[config.mk]
export PLATFORM = sky130hd
export DESIGN_NAME = number_analyzer_scheduler
export DESIGN_NICKNAME = d
export VERILOG_FILES = /design/src/rtl/number_analyzer_pkg.sv /design/src/rtl/number_analyzer_scheduler_rr_arbiter.sv /design/src/rtl/number_analyzer_scheduler.sv
export SDC_FILE = /design/constraint.sdc
export NUM_CORES = 1
export LEC_CHECK = 0
export CORE_MARGIN = 2
export CORE_UTILIZATION = 36
export DETAILED_ROUTE_END_ITERATION = 16
export GPL_TIMING_DRIVEN = 0
export PLACE_DENSITY_LB_ADDON = 0.08
export SYNTH_ARGS = -nofsm -noshare
export SYNTH_HDL_FRONTEND = slang
export SYNTH_SLANG_ARGS = --single-unit
export TNS_END_PERCENT = 10
[constraint.sdc]
create_clock -name clock -period 3.6 [get_ports clock]
set_input_delay 0.9 -clock clock [delete_from_list [all_inputs] [get_ports clock]]
set_output_delay 0.9 -clock clock [all_outputs]
set_load 0.02 [all_outputs]
[src/rtl/number_analyzer_pkg.sv]
// Shared definitions for the number analyzer and the blocks that schedule it.
//  - FSM state encoding for the analyzer scheduler.
//  - Bit positions of the analyzer result flags.
//  - Default operand width and fixed counter widths.
package number_analyzer_pkg;

  typedef enum logic [1:0] {
    IDLE  = 2'd0,
    ISSUE = 2'd1,
    WAIT  = 2'd2,
    RESP  = 2'd3
  } state_t;

  localparam int FLAG_ODD = 0;
  localparam int FLAG_FIB = 1;
  localparam int FLAG_PAL = 2;
  localparam int FLAG_W   = 3;

  localparam int DEFAULT_WIDTH = 32;
  localparam int TIMER_W       = 8;
  localparam int JOBS_W        = 16;

endpackage

[src/rtl/number_analyzer_scheduler_rr_arbiter.sv]
// Combinational round-robin arbiter.
//  req       N      request vector
//  pointer   IW     highest-priority requester for this search
//  grant     N      one-hot grant (all zero when no request)
//  grant_idx IW     index of the granted requester (0 when no request)
module rr_arbiter #(
  parameter int N  = 4,
  parameter int IW = $clog2(N)
) (
  input  logic [N-1:0]  req,
  input  logic [IW-1:0] pointer,
  output logic [N-1:0]  grant,
  output logic [IW-1:0] grant_idx
);

  logic [IW-1:0] idx;
  logic          found;

  // Walk the requesters starting at the pointer, wrapping at N-1; the first
  // active one wins.
  always_comb begin
    grant     = '0;
    grant_idx = '0;
    found     = 1'b0;
    idx       = pointer;
    for (int i = 0; i < N; i++) begin
      if (!found && req[idx]) begin
        found      = 1'b1;
        grant[idx] = 1'b1;
        grant_idx  = idx;
      end
      idx = (idx == IW'(N - 1)) ? '0 : idx + 1'b1;
    end
  end

endmodule

[src/rtl/number_analyzer_scheduler.sv]
// Shares one number_analyzer between NUM_REQ requesters.
// One job is in flight at a time: a round-robin grant latches the operand,
// the analyzer is enabled until it reports ready (or the watchdog fires),
// and the tagged result is held until the consumer takes it.
//  clock, reset   rising-edge clock, synchronous active-low reset
//  req_*          per-requester valid/operand in, one-hot accept strobe out
//  an_*           analyzer operand/enable out, ready/flags in
//  rsp_*          tagged response with valid/ready handshake
//  jobs_done      count of delivered responses, wraps at 16 bits
module number_analyzer_scheduler
  import number_analyzer_pkg::*;
#(
  parameter int NUM_REQ = 4,
  parameter int WIDTH   = DEFAULT_WIDTH,
  parameter int TIMEOUT = 255
) (
  input  logic                       clock,
  input  logic                       reset,
  input  logic [NUM_REQ-1:0]         req_valid,
  input  logic [NUM_REQ*WIDTH-1:0]   req_number,
  output logic [NUM_REQ-1:0]         req_ready,
  output logic [WIDTH-1:0]           an_number,
  output logic                       an_enable,
  input  logic                       an_ready,
  input  logic [FLAG_W-1:0]          an_flags,
  output logic                       rsp_valid,
  input  logic                       rsp_ready,
  output logic [$clog2(NUM_REQ)-1:0] rsp_id,
  output logic [WIDTH-1:0]           rsp_number,
  output logic [FLAG_W-1:0]          rsp_flags,
  output logic                       rsp_timeout,
  output logic [JOBS_W-1:0]          jobs_done
);

  localparam int IW = $clog2(NUM_REQ);
  localparam logic [TIMER_W-1:0] TIMER_LAST = TIMER_W'(TIMEOUT - 1);

  state_t               state, state_nxt;
  logic [NUM_REQ-1:0]   grant;
  logic [IW-1:0]        grant_idx;
  logic [IW-1:0]        rr_ptr;
  logic [TIMER_W-1:0]   timer;
  logic [WIDTH-1:0]     number_q;
  logic [WIDTH-1:0]     sel_number;
  logic                 accept;
  logic                 timer_end;

  rr_arbiter #(.N(NUM_REQ), .IW(IW)) u_arb (
    .req       (req_valid),
    .pointer   (rr_ptr),
    .grant     (grant),
    .grant_idx (grant_idx)
  );

  always_comb begin
    sel_number = '0;
    for (int i = 0; i < NUM_REQ; i++) begin
      if (grant[i]) sel_number = req_number[i*WIDTH +: WIDTH];
    end
  end

  assign timer_end = (timer == TIMER_LAST);

  always_ff @(posedge clock) begin
    if (!reset) state <= IDLE;
    else        state <= state_nxt;
  end

  // req_ready is gated by reset so no requester sees an accept strobe that
  // the reset is about to discard.
  always_comb begin
    state_nxt = state;
    accept    = 1'b0;
    req_ready = '0;
    an_enable = 1'b0;
    rsp_valid = 1'b0;
    case (state)
      IDLE: begin
        if (reset && (|req_valid)) begin
          req_ready = grant;
          accept    = 1'b1;
          state_nxt = ISSUE;
        end
      end
      ISSUE: begin
        an_enable = 1'b1;
        state_nxt = WAIT;
      end
      WAIT: begin
        an_enable = 1'b1;
        if (an_ready || timer_end) state_nxt = RESP;
      end
      RESP: begin
        rsp_valid = 1'b1;
        if (rsp_ready) state_nxt = IDLE;
      end
      default: state_nxt = IDLE;
    endcase
  end

  always_ff @(posedge clock) begin
    if (!reset) begin
      rr_ptr      <= '0;
      number_q    <= '0;
      rsp_id      <= '0;
      rsp_flags   <= '0;
      rsp_timeout <= 1'b0;
      timer       <= '0;
      jobs_done   <= '0;
    end else begin
      if (accept) begin
        number_q <= sel_number;
        rsp_id   <= grant_idx;
        rr_ptr   <= (grant_idx == IW'(NUM_REQ - 1)) ? '0 : grant_idx + 1'b1;
      end
      if (state == ISSUE) timer <= '0;
      // an_ready takes priority over the watchdog on the terminal cycle.
      if (state == WAIT) begin
        timer <= timer + 1'b1;
        if (an_ready) begin
          rsp_flags   <= an_flags;
          rsp_timeout <= 1'b0;
        end else if (timer_end) begin
          rsp_flags   <= '0;
          rsp_timeout <= 1'b1;
        end
      end
      if (rsp_valid && rsp_ready) jobs_done <= jobs_done + 1'b1;
    end
  end

  assign an_number  = number_q;
  assign rsp_number = number_q;

endmodule

==> results of run 1 <==
==> worst max-delay path: stages (launching register included) <==
cell and delay (ps):
dfxtp_4 360, buf_6 110, buf_6 100, clkinv_4 50, ha_4 200, or3_4 380, and4b_4 210, nor3_4 270
nor2_2 90, buf_6 130, a221oi_4 250, buf_6 140, nor2_2 30, buf_6 130
==> cell type report <==
| type | instances | area, um^2 | area share |
|---|---|---|---|
| inverter | 47 | 185 | 0.0245 |
| timing repair buffer | 256 | 2490 | 0.330 |
| buffer | 71 | 518 | 0.0685 |
| multi-input combinational | 321 | 2530 | 0.335 |
| sequential | 66 | 1330 | 0.176 |
| clock buffer | 11 | 243 | 0.0321 |
| clock inverter | 5 | 77.6 | 0.0103 |
| tap | 147 | 184 | 0.0243 |
==> flip-flops by register name, summed over array words and instances, names as in the netlist <==
signal,count
an_number,32
jobs_done,16
rr_ptr,2
rsp_flags,3
rsp_id,2
rsp_timeout,1
state,2
timer,8
==> metrics by stage <==
| stage | TNS [ps] | instances | setup WS (ps) | hold slack (ps) |
|---|---|---|---|---|
| final | -158 | 924 | -90.6 | 459 |
| after global routing | -401 | 924 | -147 | 498 |
| after CTS | -218 | 921 | -80.9 | 464 |
| after detailed placement | -8360 | 882 | -1290 | 449 |
| after global placement | -6820 | 882 | -1290 | 443 |
| after floorplan | 0 | 506 | 32.5 | 454 |
==> logic make-up (layout without fill, tap and decap cells) <==
kind of cell,Yosys count,after routing,share of synthesized area
compound gates,149,149,0.298
simple gates,137,137,0.163
buf+inv,119,390,0.151
flops,66,66,0.299
xor+xnor,17,17,0.0337
fa+ha+maj,12,12,0.0340
mux,6,6,0.0207
==> worst paths after layout <==
| kind | endpoint | slack (ps) | depth (start not counted) | startpoint |
|---|---|---|---|---|
| worst max register to register | an_number[23] | 490 | 15 | rr_ptr[0] |
| worst min-delay path | rsp_id[1] | 460 | 2 | rsp_id[1] |
| worst max-delay path | req_ready[0] | -90 | 13 | rr_ptr[0] |
| worst min register to register | rsp_id[1] | 460 | 2 | rsp_id[1] |
==> Yosys cell counts, types with 2 or more instances <==
cell,count,share of area
a21boi_0,4,0.0068
a21oi_1,6,0.0068
a221o_1,33,0.075
a221oi_4,2,0.012
a22o_1,34,0.067
a31oi_1,2,0.0028
a32oi_1,3,0.0060
and2_1,14,0.020
and3_1,7,0.0099
buf_2,18,0.020
buf_4,35,0.060
buf_6,6,0.015
clkbuf_1,11,0.0094
dfxtp_1,66,0.30
ha_1,12,0.034
inv_1,46,0.039
mux2i_1,2,0.0045
nand2_1,63,0.054
nand3_1,4,0.0045
nand4_1,6,0.0085
nor2_1,13,0.011
nor2_2,3,0.0043
nor2b_1,8,0.011
nor3b_1,2,0.0034
o211ai_1,4,0.0068
o21ai_0,8,0.0091
o21ai_1,4,0.0045
o32ai_1,32,0.064
or3_1,4,0.0057
or3b_1,2,0.0040
xnor2_1,10,0.020
xor2_1,7,0.014
==> metal layers <==
| metal | vias up | global-route usage | part of all wire |
|---|---|---|---|
| met2 | 201 | 0.441 | 0.50 |
| li1 | 2355 | - | - |
| met1 | 2301 | 0.295 | 0.40 |
| met3 | 33 | 0.0556 | 0.074 |
| met4 | 0 | 0.0892 | 0.025 |
| met5 | - | 0 | 0 |
==> power breakdown <==
part           internal [mW]  switching, mW  leakage, nW
logic                   1.82           1.81         2.45
clock network          0.623          0.336        0.156
registers              0.889          0.118        0.540
total                   3.33           2.26         3.15
==> what timing repair did <==
item	4_1_cts	5_1_grt
gates resized for setup	61	11
buffers inserted	23	4
pin swaps	12	8
gates cloned	0	0
hold buffers	0	0
endpoints found under the setup margin	4	4
==> results.ini, run 1 <==
[floorplan]
die_width_um=115
core_area_um2=12000
io_pins=231
dieArea_um2=13200
rows=40
die_y_um=115
initial_core_util=0.367

[layout]
final_cell_mix=222 x clkdlybuf4s50_1, 64 x dfxtp_1, 63 x buf_4, 63 x nand2_1, 44 x inv_1
diodes=0
fill_cells=1059
layout_commonest_cell=clkdlybuf4s50_1
final_area_um2=7560
drive_above_1_share=0.183
synthToLayoutAreaGrowth_pct=71.3
utilization=0.629
finalNetCount=923

[critical_path]
end_kind=primary output
critPathKind=reg -> out
crit_required_ps=2700
cp-start-kind=flip-flop
arrival_ps=2790
cp_max_fo=4

[timing]
rsz0062_at_grt=true
finalSetupViolations=4
fin_crit_ps=3690
fin_ws_ps=-90.6
max_freq_ghz=0.271
worst_pin_slew_ps=678
max-slew-margin-rel=0.546
slew_violations=0
hold_viol_final=0
timing.final.crit_share=1.03
skew_ps=10.0

[cts]
cts_root_buf=clkbuf_16
cts_tree=done
max-clock-path-buffers=2
h-tree-depth=3
numCtsBuffers=9
clkTransAtPathRegs_ps=50
cts.sinks=66
insertion_delay_ps=330

[global_routing]
antenna_found_initial=0
overflow=0
grt_pass1_wl_um=25900
grt_pass1_vias=4939
grt_max_degree=12
grtUsageTotal=0.249

[drt]
vias=4890
postRouteAntennaNets=0
wl_um=17100
avgViaCountPerCell=5.29
drt_iter0_drc=342
drt_first_pass_iters=4
routedWlPerCell_um=18.5
drc=0

[place]
io_buffers=229
hpwl_um=12500
placed_cell_area_um2=6890
routabilityCongestion=0.835

[run_status]
violations=setup timing
status=finished, violations left

[logic_synthesis]
netlist_instances=506
synth_cell_type_count=67
ys_ff_latch=66
synthFlopType=dfxtp_1
syn_area_um2=4410
seq_area_frac_synth=0.299
async_flop_share=0
synth_nets=657
synth.yosys.warnings=0
synth_edf_count=0
avgSynthCellArea_um2=8.72

[power_and_ir_drop]
power.total_mw=5.59
vdd_drop_max_mv=0.374
p_leak_nw=3.15
power_density_nw_per_um2=740

[flow_run]
max_cap_viol_count=0

[worst_hold_path]
hp-class=reg -> reg

No activity file was read; power rests on OpenSTA's default activity.
==> run 2: changes to the inputs <==
Settings changed: MAX_ROUTING_LAYER from default to met4.
==> results.ini, run 2 (synthesized netlist as in run 1, its figures left out) <==
[drt]
routedWlPerCell_um=18.5  ; about the same
vias=4883  ; -0.14%
wl_um=17100  ; about the same
drt_iter0_drc=349  ; +2.0%
postRouteAntennaNets=0  ; unchanged
drc=0  ; unchanged
drt_first_pass_iters=4  ; unchanged
avgViaCountPerCell=5.28  ; -0.14%

[timing]
skew_ps=10.4  ; +0.422 ps
slew_violations=0  ; unchanged
fin_crit_ps=3690  ; -1.28 ps
fin_ws_ps=-89.3  ; +1.28 ps
hold_slack_ps=459  ; -0.00800 ps
timing.final.crit_share=1.02  ; about the same
worst_pin_slew_ps=697  ; +18.7 ps
hold_viol_final=0  ; unchanged
rsz0062_at_grt=true
max_freq_ghz=0.271  ; about the same
max-slew-margin-rel=0.534  ; -0.0125
finalSetupViolations=4  ; unchanged

[layout]
synthToLayoutAreaGrowth_pct=71.3  ; unchanged
layout_commonest_cell=clkdlybuf4s50_1
drive_above_1_share=0.183  ; unchanged
fill_cells=1059  ; unchanged
largest_reg_flops=32  ; unchanged
finalNetCount=923  ; unchanged
final_cell_mix=222 x clkdlybuf4s50_1, 64 x dfxtp_1, 63 x buf_4, 63 x nand2_1, 44 x inv_1
diodes=0  ; unchanged
layout.cells.non_filler=924  ; unchanged

[place]
routabilityCongestion=0.848  ; +1.5%
io_buffers=229  ; unchanged
placed_cells=882  ; unchanged
hpwl_um=12500  ; unchanged

[cts]
max-clock-path-buffers=2  ; unchanged
numCtsBuffers=9  ; unchanged
h-tree-depth=3  ; unchanged
insertion_delay_ps=330  ; about the same
cts_root_buf=clkbuf_16
cts_tree=done
cts.sinks=66  ; unchanged
clkTransAtPathRegs_ps=60  ; about the same

[critical_path]
ff2ff_setup_slack_ps=480  ; about the same
cp_max_fo=4  ; unchanged
crit_required_ps=2700  ; about the same
critPathMostFrequentCell=buf_6
critPathKind=reg -> out
cp-start-kind=flip-flop
slowest_delay_ps=380  ; about the same
end_kind=primary output
r2r-start=rr_ptr[0]
slowest_stage=or3_4
r2r_end=an_number[15]
crit_path_cell_trace=buf_6 -> buf_6 -> clkinv_4 -> ha_4 -> or3_4 -> and4b_4 -> nor3_4 -> nor2_2 -> buf_6 -> a221oi_4 -> buf_6 -> nor2_2 -> buf_6
r2r_cells=14  ; -1
arrival_ps=2790  ; about the same

[power_and_ir_drop]
power.total_mw=5.59  ; about the same
power_density_nw_per_um2=739  ; about the same
p_leak_nw=3.15  ; unchanged
vdd_drop_max_mv=0.374  ; about the same

[global_routing]
overflow=0  ; unchanged
grtUsageTotal=0.257  ; +0.00791
antenna_found_initial=0  ; unchanged
grt_max_degree=12  ; unchanged
grt_pass1_wl_um=26000  ; +0.21%
grt_pass1_vias=4936  ; -0.061%

[floorplan]
die_y_um=115  ; unchanged
initial_core_util=0.367  ; unchanged
core_area_um2=12000  ; unchanged
dieArea_um2=13200  ; unchanged
rows=40  ; unchanged
die_width_um=115  ; unchanged
io_pins=231  ; unchanged

[worst_hold_path]
hold_end=rsp_id[1]
hold_start=rsp_id[1]
hp-class=reg -> reg
whs_path_depth=2  ; unchanged

[run_status]
status=finished, violations left
violations=setup timing

[flow_run]
max_cap_viol_count=0  ; unchanged

## run 2: worst max-delay path: cells and delay by family (launching register included)
family / cells / cell delay (ps)
AOI/OAI and AO/OA: 1 / 250
adders and majority gates: 1 / 200
buffers and inverters: 6 / 650
DFF: 1 / 360
and+or+nand+nor: 5 / 980
## run 2: through the flow
step | TNS, ps | worst slack, ps | utilization | instance area, um^2
2_1_floorplan | 0 | 32.5 | - | 4410
3_3_place_gp | -6820 | -1290 | 0.574 | 6890
4_1_cts | -218 | -80.9 | 0.624 | 7500
5_1_grt | -401 | -147 | 0.629 | 7560
6_report | -157 | -89.3 | 0.629 | 7560
3_5_place_dp | -8360 | -1290 | 0.574 | 6890
## run 2: power breakdown
group / leakage [nW] / internal (mW) / switching [mW]
logic: 2.45 / 1.82 / 1.81
registers: 0.540 / 0.889 / 0.118
clock network: 0.156 / 0.623 / 0.335
total: 3.15 / 3.33 / 2.26
## run 2: worst max path at each step
stage | cells after the start | start | slack [ps] | endpoint
4_1_cts | 13 | rr_ptr[0] | -80 | req_ready[0]
3_3_place_gp | 8 | req_valid[0] | -1290 | req_ready[3]
5_1_grt | 12 | rr_ptr[1] | -150 | req_ready[0]
3_5_place_dp | 8 | req_valid[0] | -1290 | req_ready[3]
6_report | 13 | rr_ptr[0] | -90 | req_ready[0]
2_1_floorplan | 11 | rr_ptr[0] | 30 | req_ready[1]
## run 2: layer usage
metal,vias up,wire length [um],GRT usage
met4,0,416,0.0892
met1,2309,6850,0.299
met2,187,8600,0.440
li1,2357,-,-
met3,30,1230,0.0519
met5,-,0,-
## run 2: cell type report
cell class	instances	area [um^2]	area share
plain buffers	71	518	0.0685
clock buffers	11	243	0.0321
clock inverters	5	77.6	0.0103
inverters	47	185	0.0245
multi-input cells	321	2530	0.335
flip-flops and latches	66	1330	0.176
well taps	147	184	0.0243
repair buffers	256	2490	0.330
## run 2: what timing repair did
item	in CTS	in global routing
resized for setup	61	11
hold buffers	0	0
pin swaps	12	8
gates cloned	0	0
setup buffers	23	4
endpoints found under the setup margin	4	4
==> run 3: changes to the inputs <==
==> constraint.sdc (replaced) <==
create_clock -name clock -period 3.6 [get_ports clock]
set_input_delay 0.9 -clock clock [delete_from_list [all_inputs] [get_ports clock]]
set_output_delay 0.9 -clock clock [all_outputs]
set_load 0.01 [all_outputs]
==> results.ini, run 3 (synthesized netlist as in run 1, its figures left out) <==
[run_status]
status=finished, violations left
violations=setup timing

[critical_path]
r2r_cells=17  ; +3
end_kind=primary output
arrival_ps=2700  ; -90 ps
crit_family=buffers and inverters
crit_path_cell_trace=clkdlybuf4s15_1 -> buf_6 -> mux4_2 -> inv_2 -> nor2_2 -> a22o_1 -> a221oi_4 -> buf_6 -> nor2_1 -> buf_4
critPathMostFrequentCell=buf_6
cp-start-kind=primary input
slowest_stage=mux4_2
r2r-start=rr_ptr[0]
critPathKind=in -> out
worst-path-buf-inv=5  ; -1
slowest_delay_ps=530  ; +150 ps
cp_max_fo=8  ; +4
ff2ff_setup_slack_ps=420  ; -60 ps
crit_required_ps=2700  ; about the same
cp.depth=10  ; -3
r2r_end=an_number[10]
crit_path_end=req_ready[0]
crit_start=req_valid[1]

[cts]
max-clock-path-buffers=2  ; unchanged
cts.sinks=66  ; unchanged
numCtsBuffers=9  ; unchanged
cts_hold_buf=0  ; unchanged
cts_root_buf=clkbuf_16
cts_tree=done
clkTransAtPathRegs_ps=50  ; about the same
insertion_delay_ps=330  ; about the same
h-tree-depth=3  ; unchanged

[timing]
tns_ps=-1.62  ; +155 ps
worst_pin_slew_ps=649  ; -47.2 ps
timing.final.crit_share=1.00  ; -0.0244
slew_violations=0  ; unchanged
max_freq_ghz=0.278  ; +2.4%
fin_ws_ps=-1.62  ; +87.7 ps
max-slew-margin-rel=0.565  ; +0.0316
rsz0062_at_grt=true
finalSetupViolations=1  ; -3
skew_ps=6.55  ; -3.87 ps
hold_viol_final=0  ; unchanged
hold_slack_ps=465  ; +6.15 ps
fin_crit_ps=3600  ; -87.7 ps

[place]
placed_cells=882  ; unchanged
io_buffers=229  ; unchanged
hpwl_um=12400  ; -0.50%
dp_slack_ps=-1240  ; +49.9 ps
routabilityCongestion=0.883  ; +4.1%
placed_cell_area_um2=6890  ; about the same

[power_and_ir_drop]
power.total_mw=5.45  ; -2.5%
p_leak_nw=3.19  ; +1.5%
vdd_drop_max_mv=0.457  ; +22%
power_density_nw_per_um2=717  ; -3.0%

[floorplan]
die_y_um=115  ; unchanged
dieArea_um2=13200  ; unchanged
core_area_um2=12000  ; unchanged
initial_core_util=0.367  ; unchanged
die_width_um=115  ; unchanged
io_pins=231  ; unchanged
rows=40  ; unchanged

[layout]
layout.cells.non_filler=934  ; +1.1%
multi_input_area_um2=2520  ; -0.45%
largest_reg_flops=32  ; unchanged
finalNetCount=933  ; +1.1%
final_cell_mix=222 x clkdlybuf4s50_1, 70 x buf_4, 64 x dfxtp_1
final_area_um2=7600  ; +0.51%
synthToLayoutAreaGrowth_pct=72.2
layout_commonest_cell=clkdlybuf4s50_1
fill_cells=1061  ; +0.19%
drive_above_1_share=0.194  ; +0.0117
regArea_um2=1330  ; unchanged
diodes=0  ; unchanged
utilization=0.633  ; +0.00323

[worst_hold_path]
hp-class=reg -> reg
whs_path_depth=2  ; unchanged

[drt]
drc=0  ; unchanged
wl_um=17100  ; +0.13%
topRoutingLayerUsed=met4
routedWlPerCell_um=18.3  ; -0.94%
wl_met1_um=6980  ; +2.0%
drt_iter0_drc=293  ; -16%
avgViaCountPerCell=5.33  ; +0.89%
postRouteAntennaNets=0  ; unchanged
drt_first_pass_iters=6  ; +2
met2_length_um=8510  ; -1.0%
vias=4980  ; +2.0%
dr_wl_met3_um=1190  ; -2.9%

[global_routing]
grtUsageTotal=0.250  ; -0.00655
grt_max_degree=13  ; +1
antenna_found_initial=0  ; unchanged
overflow=0  ; unchanged
grt_pass1_vias=4837  ; -2.0%
grt_pass1_wl_um=25300  ; -2.5%

[flow_run]
max_cap_viol_count=0  ; unchanged

run 3: area by class of cell:
| class | count | share of cell area |
|---|---|---|
| Timing Repair Buffer | 266 | 0.337 |
| Multi-Input combinational cell | 321 | 0.331 |
| Sequential cell | 66 | 0.175 |
| Buffer | 71 | 0.0690 |
| Clock buffer | 9 | 0.0296 |
| Inverter | 47 | 0.0247 |
| Tap cell | 147 | 0.0242 |
| Clock inverter | 7 | 0.00922 |
run 3: report_power, final:
part           internal, mW  switching [mW]
Combinational          1.91            1.66
Sequential            0.889           0.123
Clock                 0.534           0.330
run 3: worst min path at each step:
stage                start          end  slack (ps)
2_1_floorplan     timer[6]     timer[6]         450
4_1_cts        rsp_timeout  rsp_timeout         470
3_5_place_dp     rsp_id[0]    rsp_id[0]         460
3_3_place_gp   rsp_timeout  rsp_timeout         440
6_report       rsp_timeout  rsp_timeout         470
5_1_grt        rsp_timeout  rsp_timeout         490
run 3: worst register-to-register path, delay by kind of cell, from the launching register on:
family	cells	cell delay, ps
muxes	1	360
adders and majority gates	1	260
AOI/OAI and AO/OA	5	880
buffers and inverters	9	1120
DFF	1	370
and+or+nand+nor	1	60
run 3: what timing repair did:
action / 4_1_cts / 5_1_grt
hold endpoints to repair: 0 / 0
pin swaps: 13 / 4
resized for setup: 59 / 14
setup buffers: 31 / 6
endpoints found under the setup margin: 4 / 4
run 3: per-layer routing:
metal  track usage  vias to the layer above
met5             -                        -
li1              -                     2369
met3        0.0561                       30
met1         0.286                     2390
met2         0.425                      191
met4        0.0996                        0
==> variant 1: new RTL, flow settings as in run 1 <==
Set the parameter `NUM_REQ` to 8 (it was 4).
--- a/src/rtl/number_analyzer_scheduler.sv
+++ b/src/rtl/number_analyzer_scheduler.sv
@@ -11,5 +11,5 @@
   import number_analyzer_pkg::*;
 #(
-  parameter int NUM_REQ = 4,
+  parameter int NUM_REQ = 8,
   parameter int WIDTH   = DEFAULT_WIDTH,
   parameter int TIMEOUT = 255
Ports: changed (resized req_number, req_ready, req_valid and rsp_id); port bits go from 231 to 368. The function was not compared with the original's and may differ.
==> variant 1 against run 1 <==
The run still ends with negative setup slack left. Wire length rose by 100%. Via count rose by 77%. Synthesized area rose by 54%. Sequential power rose by 21%. Power rose by 130%. Setup slack got worse by 2.4 ns. Cell area rose by 60%. Sequential share of layout area fell by 6.3 points. Non-clock buffer count rose by 201. Sequential cell count rose by 2. Largest cell class is now multi-input combinational cells.
==> variant 1: results (changes against run 1) <==
met3 wire len=3370 microns (+170%); global placement routability congestion=0.942 (+13%); combinational power=0.0109 W (+200%); nets=1524 (+65%); PnR worst setup slack=-2.49 ns (-2.40 ns); pin count of the biggest net entering global routing=15 (+3); met1 usage in global routing=42.4% (+13 points); met3 usage=10.2% (+4.6 points); Setup Buffers After CTS=40 (+74%); WL met2=16200 microns (+89%); Multi-input gate area=5070 sq um (+100%); critical path peak fanout=5 (+1); # setup viols final=46 (+42); CP arrival=5.19 ns (+2.40 ns); number of global-route vias before repair=8365 (+69%); RR Endpoint=an_number[16]; Post-Route WL=34800 microns (+100%); maximum VDD drop=0.844 mV (+130%); worst r2r src=rr_ptr[1]; port bufs=367 (+60%); TritonCTS buffer count=9 (unchanged); synthesized area per cell=8.53 sq um (-2.1%); Leakage=4.60 nW (+46%); Skew-Pair Late Insertion Delay=0.36 ns (+0.03 ns); Place WS=-3.72 ns (-2.43 ns); first-pass GRT wire length=50700 microns (+96%); wl on met1=14200 microns (+110%); Clock Skew=0.00733 ns (-0.00267 ns); Async SR Flop Fraction=0% (unchanged); outcome=finished with violations; met2 Use GR=53.7% (+9.6 points); GRT Overall Usage=33.0% (+8.2 points); max FFs per register=32 (unchanged); critical path's slowest cell=mux4_2; CTS resizes=96 (+57%); Pint=0.00681 W (+100%); Syn Nets=1089 (+66%); Routed WL per cell=23.7 microns (+28%); initial DRC count=740 (+120%); layout cells sized above 1=23.0% (+4.7 points); Synth top cells by count=dfxtp_1 (68), inv_1 (51), o21ai_0 (43); Reg2Reg Depth=30 (+15); Placed Area=11000 sq um (+59%); FF-to-FF setup slack=-2.06 ns (-2.55 ns); failing checks=negative setup slack; Setup TNS=-92.17 ns (-92.01 ns); Vias/cell=5.91 (+12%); Max stage delay on crit path=0.42 ns (+0.04 ns); Worst Setup EP=req_ready[2]; DR pass1 iterations=5 (+1); Syn. warnings=0 (unchanged); Inst Count DP=1396 (+58%); synth unique cells=74 (+10%); fillers=1587 (+50%); Worst Tran Pin Value=1.10 ns (+0.419 ns); synth top area cells=dfxtp_1 (20%), a211oi_2 (5.9%), a221o_1 (5.2%), a32o_1 (5.2%), a221oi_1 (4.5%)
==> variant 1: critical path: cells and delay by family (launching register included) <==
family	cells	cell delay, ns
adders and majority gates	9	1.50
and+or+nand+nor	5	0.97
buffers and inverters	8	0.84
AOI/OAI and AO/OA	5	0.76
muxes	1	0.42
DFF	1	0.36
==> variant 1: cell type report <==
| class | count | area share [%] |
|---|---|---|
| tap | 234 | 2.41 |
| sequential | 68 | 11.3 |
| buffer | 101 | 5.81 |
| timing repair buffer | 427 | 34.5 |
| multi-input combinational | 571 | 41.8 |
| clock inverter | 7 | 0.681 |
| inverter | 52 | 1.67 |
| clock buffer | 9 | 1.86 |
==> variant 1: metrics by stage <==
stage / hold slack [ns] / total power [W]
floorplan: 0.454 / 0.00715
global placement: 0.436 / 0.00988
global route: 0.489 / 0.0138
finish: 0.448 / 0.0131
detailed placement: 0.443 / 0.00992
CTS: 0.458 / 0.0122
==> variant 1: worst min-delay path by stage <==
stage	start	endpoint	slack [ns]	cells after the start
finish	rsp_timeout	rsp_timeout	0.45	2
global route	rsp_timeout	rsp_timeout	0.49	2
CTS	rsp_timeout	rsp_timeout	0.46	2
detailed placement	rsp_timeout	rsp_timeout	0.44	2
global placement	rsp_timeout	rsp_timeout	0.44	2
floorplan	timer[5]	timer[5]	0.45	2
==> variant 1: cell families (layout without fill, tap and decap cells) <==
group / Yosys count / after routing / synth area share (%)
multiplexers: 21 / 21 / 5.33
flip-flops: 68 / 68 / 20.1
AND/OR/NAND/NOR: 154 / 154 / 12.6
XOR/XNOR: 19 / 19 / 2.45
adder cells (fa/ha/maj): 23 / 23 / 4.24
buffers and inverters: 156 / 596 / 12.1
AO/OA/AOI/OAI: 354 / 354 / 43.2
==> variant 2: new RTL, config.mk and constraints of run 1 <==
Made on the original files. Encoding of `state_t`: now one-hot (4 bits for 4 states).
--- a/src/rtl/number_analyzer_pkg.sv
+++ b/src/rtl/number_analyzer_pkg.sv
@@ -5,9 +5,9 @@
 package number_analyzer_pkg;
 
-  typedef enum logic [1:0] {
-    IDLE  = 2'd0,
-    ISSUE = 2'd1,
-    WAIT  = 2'd2,
-    RESP  = 2'd3
+  typedef enum logic [3:0] {
+    IDLE  = 4'b0001,
+    ISSUE = 4'b0010,
+    WAIT  = 4'b0100,
+    RESP  = 4'b1000
   } state_t;
 
Function: no difference found for any inputs over 4 cycles, from zero or initial values and one cycle with reset low; so few cycles prove little.
==> variant 2 against run 1 <==
Sequential cell count increased by 2. Synthesized area increased by 3.9%. Combinational power decreased by 29%. Setup slack improved by 0.049 ns. Power decreased by 18%. Wire length increased by 4.0%. First-iteration DRC count decreased by 19%. Critical path depth decreased by 3. The flow still finishes with violations (negative setup slack). Sequential power increased by 5%. Highest routed layer unchanged. Cell area increased by 4.3%.
==> variant 2: results (changes against run 1) <==
pin count of the biggest net entering global routing=12 (unchanged); DR pass1 iterations=5 (+1); global placement routability congestion=0.881 (+5.4%); failing checks=negative setup slack; Clock Skew=0.00436 ns (-0.00564 ns); Reg2Reg Depth=13 (-2); critical path peak fanout=7 (+3); met2 Use GR=42.9% (-1.2 points); Post-Route WL=17800 microns (+4.0%); initial antenna violation count=0 (unchanged); Slew Limit Headroom=30.9% (-24 points); Seq/Total Area, Yosys=29.7% (-0.25 points); RR Endpoint=an_number[0]; Worst Hold Class=flip-flop to flip-flop; Root Buffer=clkbuf_16; initial DRC count=278 (-19%); Async SR Flop Fraction=0% (unchanged); first-pass GRT wire length=25900 microns (about the same); layout cells sized above 1=21.4% (+3.1 points); Skew-Pair Late Insertion Delay=0.33 ns (about the same); Max stage delay on crit path=0.63 ns (+0.25 ns); synth top area cells=dfxtp_1 (30%), o221ai_2 (9.8%), a32oi_1 (6.7%), and2_1 (5.6%), a22oi_1 (5.2%); CP arrival=2.74 ns (-0.05 ns); max FFs per register=32 (unchanged); Leakage=2.97 nW (-5.7%); DP HPWL=13100 microns (+4.5%); crit path from=rr_ptr[1]; met3 usage=4.58% (-0.98 points); Syn Nets=671 (+2.1%); Most used DFF post-synth=dfxtp_1; nets=938 (+1.6%); port bufs=230 (+0.44%); Placed Area=7130 sq um (+3.5%); Setup TNS=-0.0597 ns (+0.0982 ns); outcome=finished with violations; FF-to-FF setup slack=0.23 ns (-0.26 ns); Vias/cell=5.31 (+0.32%); H-tree Lvls=3 (unchanged); fillers=1121 (+5.9%); Place WS=-1.50 ns (-0.213 ns); Worst Setup EP=req_ready[2]; GRT Overall Usage=24.3% (-0.58 points); maximum VDD drop=0.287 mV (-23%); PnR worst setup slack=-0.0412 ns (+0.0493 ns); Clock Path Buffers=2 (unchanged); clock-pin slew on the worst setup and hold paths=0.05 ns (about the same); Syn. warnings=0 (unchanged); TritonCTS buffer count=9 (unchanged); synth unique cells=58 (-13%); # setup viols final=2 (-2); Synth top cells by count=dfxtp_1 (68), inv_1 (42), and2_1 (41); met1 usage in global routing=28.5% (-0.97 points); number of global-route vias before repair=5100 (+3.3%); critical path's slowest cell=mux4_2
variant 2: area by class of cell:
| class | count | share of cell area [%] |
|---|---|---|
| Inverter | 44 | 2.25 |
| Antenna cell | 1 | 0.0317 |
| Tap cell | 172 | 2.73 |
| Clock inverter | 4 | 0.936 |
| Timing Repair Buffer | 261 | 32.1 |
| Sequential cell | 68 | 17.4 |
| Buffer | 65 | 6.13 |
| Multi-Input combinational cell | 341 | 35.4 |
| Clock buffer | 11 | 3.08 |
variant 2: what timing repair did:
item	4_1_cts	5_1_grt
endpoints found under the setup margin	34	4
buffers inserted	25	6
resized for setup	98	14
pin swaps	10	9
variant 2: cell families (layout without fill, tap and decap cells):
| family | count (synthesis) | after routing | share of synthesized area (%) |
|---|---|---|---|
| other cells | 0 | 1 | 0 |
| compound gates | 155 | 155 | 31.0 |
| flops | 68 | 68 | 29.7 |
| xor+xnor | 15 | 15 | 2.87 |
| buf+inv | 114 | 385 | 12.7 |
| simple gates | 155 | 155 | 18.9 |
| fa+ha+maj | 9 | 9 | 2.46 |
| mux | 7 | 7 | 2.40 |
variant 2: how the worst min path moves through the flow:
stage,start,to,slack (ns),cells past startpoint
5_1_grt,rsp_id[0],rsp_id[0],0.50,1
3_3_place_gp,timer[4],timer[4],0.47,1
6_report,timer[4],timer[4],0.48,1
2_1_floorplan,timer[4],timer[4],0.44,1
3_5_place_dp,timer[4],timer[4],0.48,1
4_1_cts,timer[4],timer[4],0.49,1
variant 2: per-layer routing:
layer  up-vias  routed length (microns)
met2       194                     8960
li1       2451                        -
met5         -                        0
met4         0                      607
met1      2452                     7120
met3        37                     1090
variant 2: stage by stage:
stage               instances  utilization, %
global route              966            63.0
floorplan                 523               -
finish                    967            63.0
global placement          925            57.0
detailed placement        925            57.0
CTS                       963            62.9
variant 2: power breakdown:
part	total [W]	internal [W]	switching [W]
Sequential	0.00106	0.000918	0.000140
Combinational	0.00258	0.00132	0.00127
Clock	0.000960	0.000622	0.000338
variant 2: critical path, delay by kind of cell (launching register included):
| family | cells | cell delay [ns] |
|---|---|---|
| adder cells (fa/ha/maj) | 1 | 0.33 |
| flip-flops | 1 | 0.36 |
| AO/OA/AOI/OAI | 2 | 0.35 |
| multiplexers | 1 | 0.63 |
| AND/OR/NAND/NOR | 2 | 0.22 |
| buffers and inverters | 4 | 0.52 |
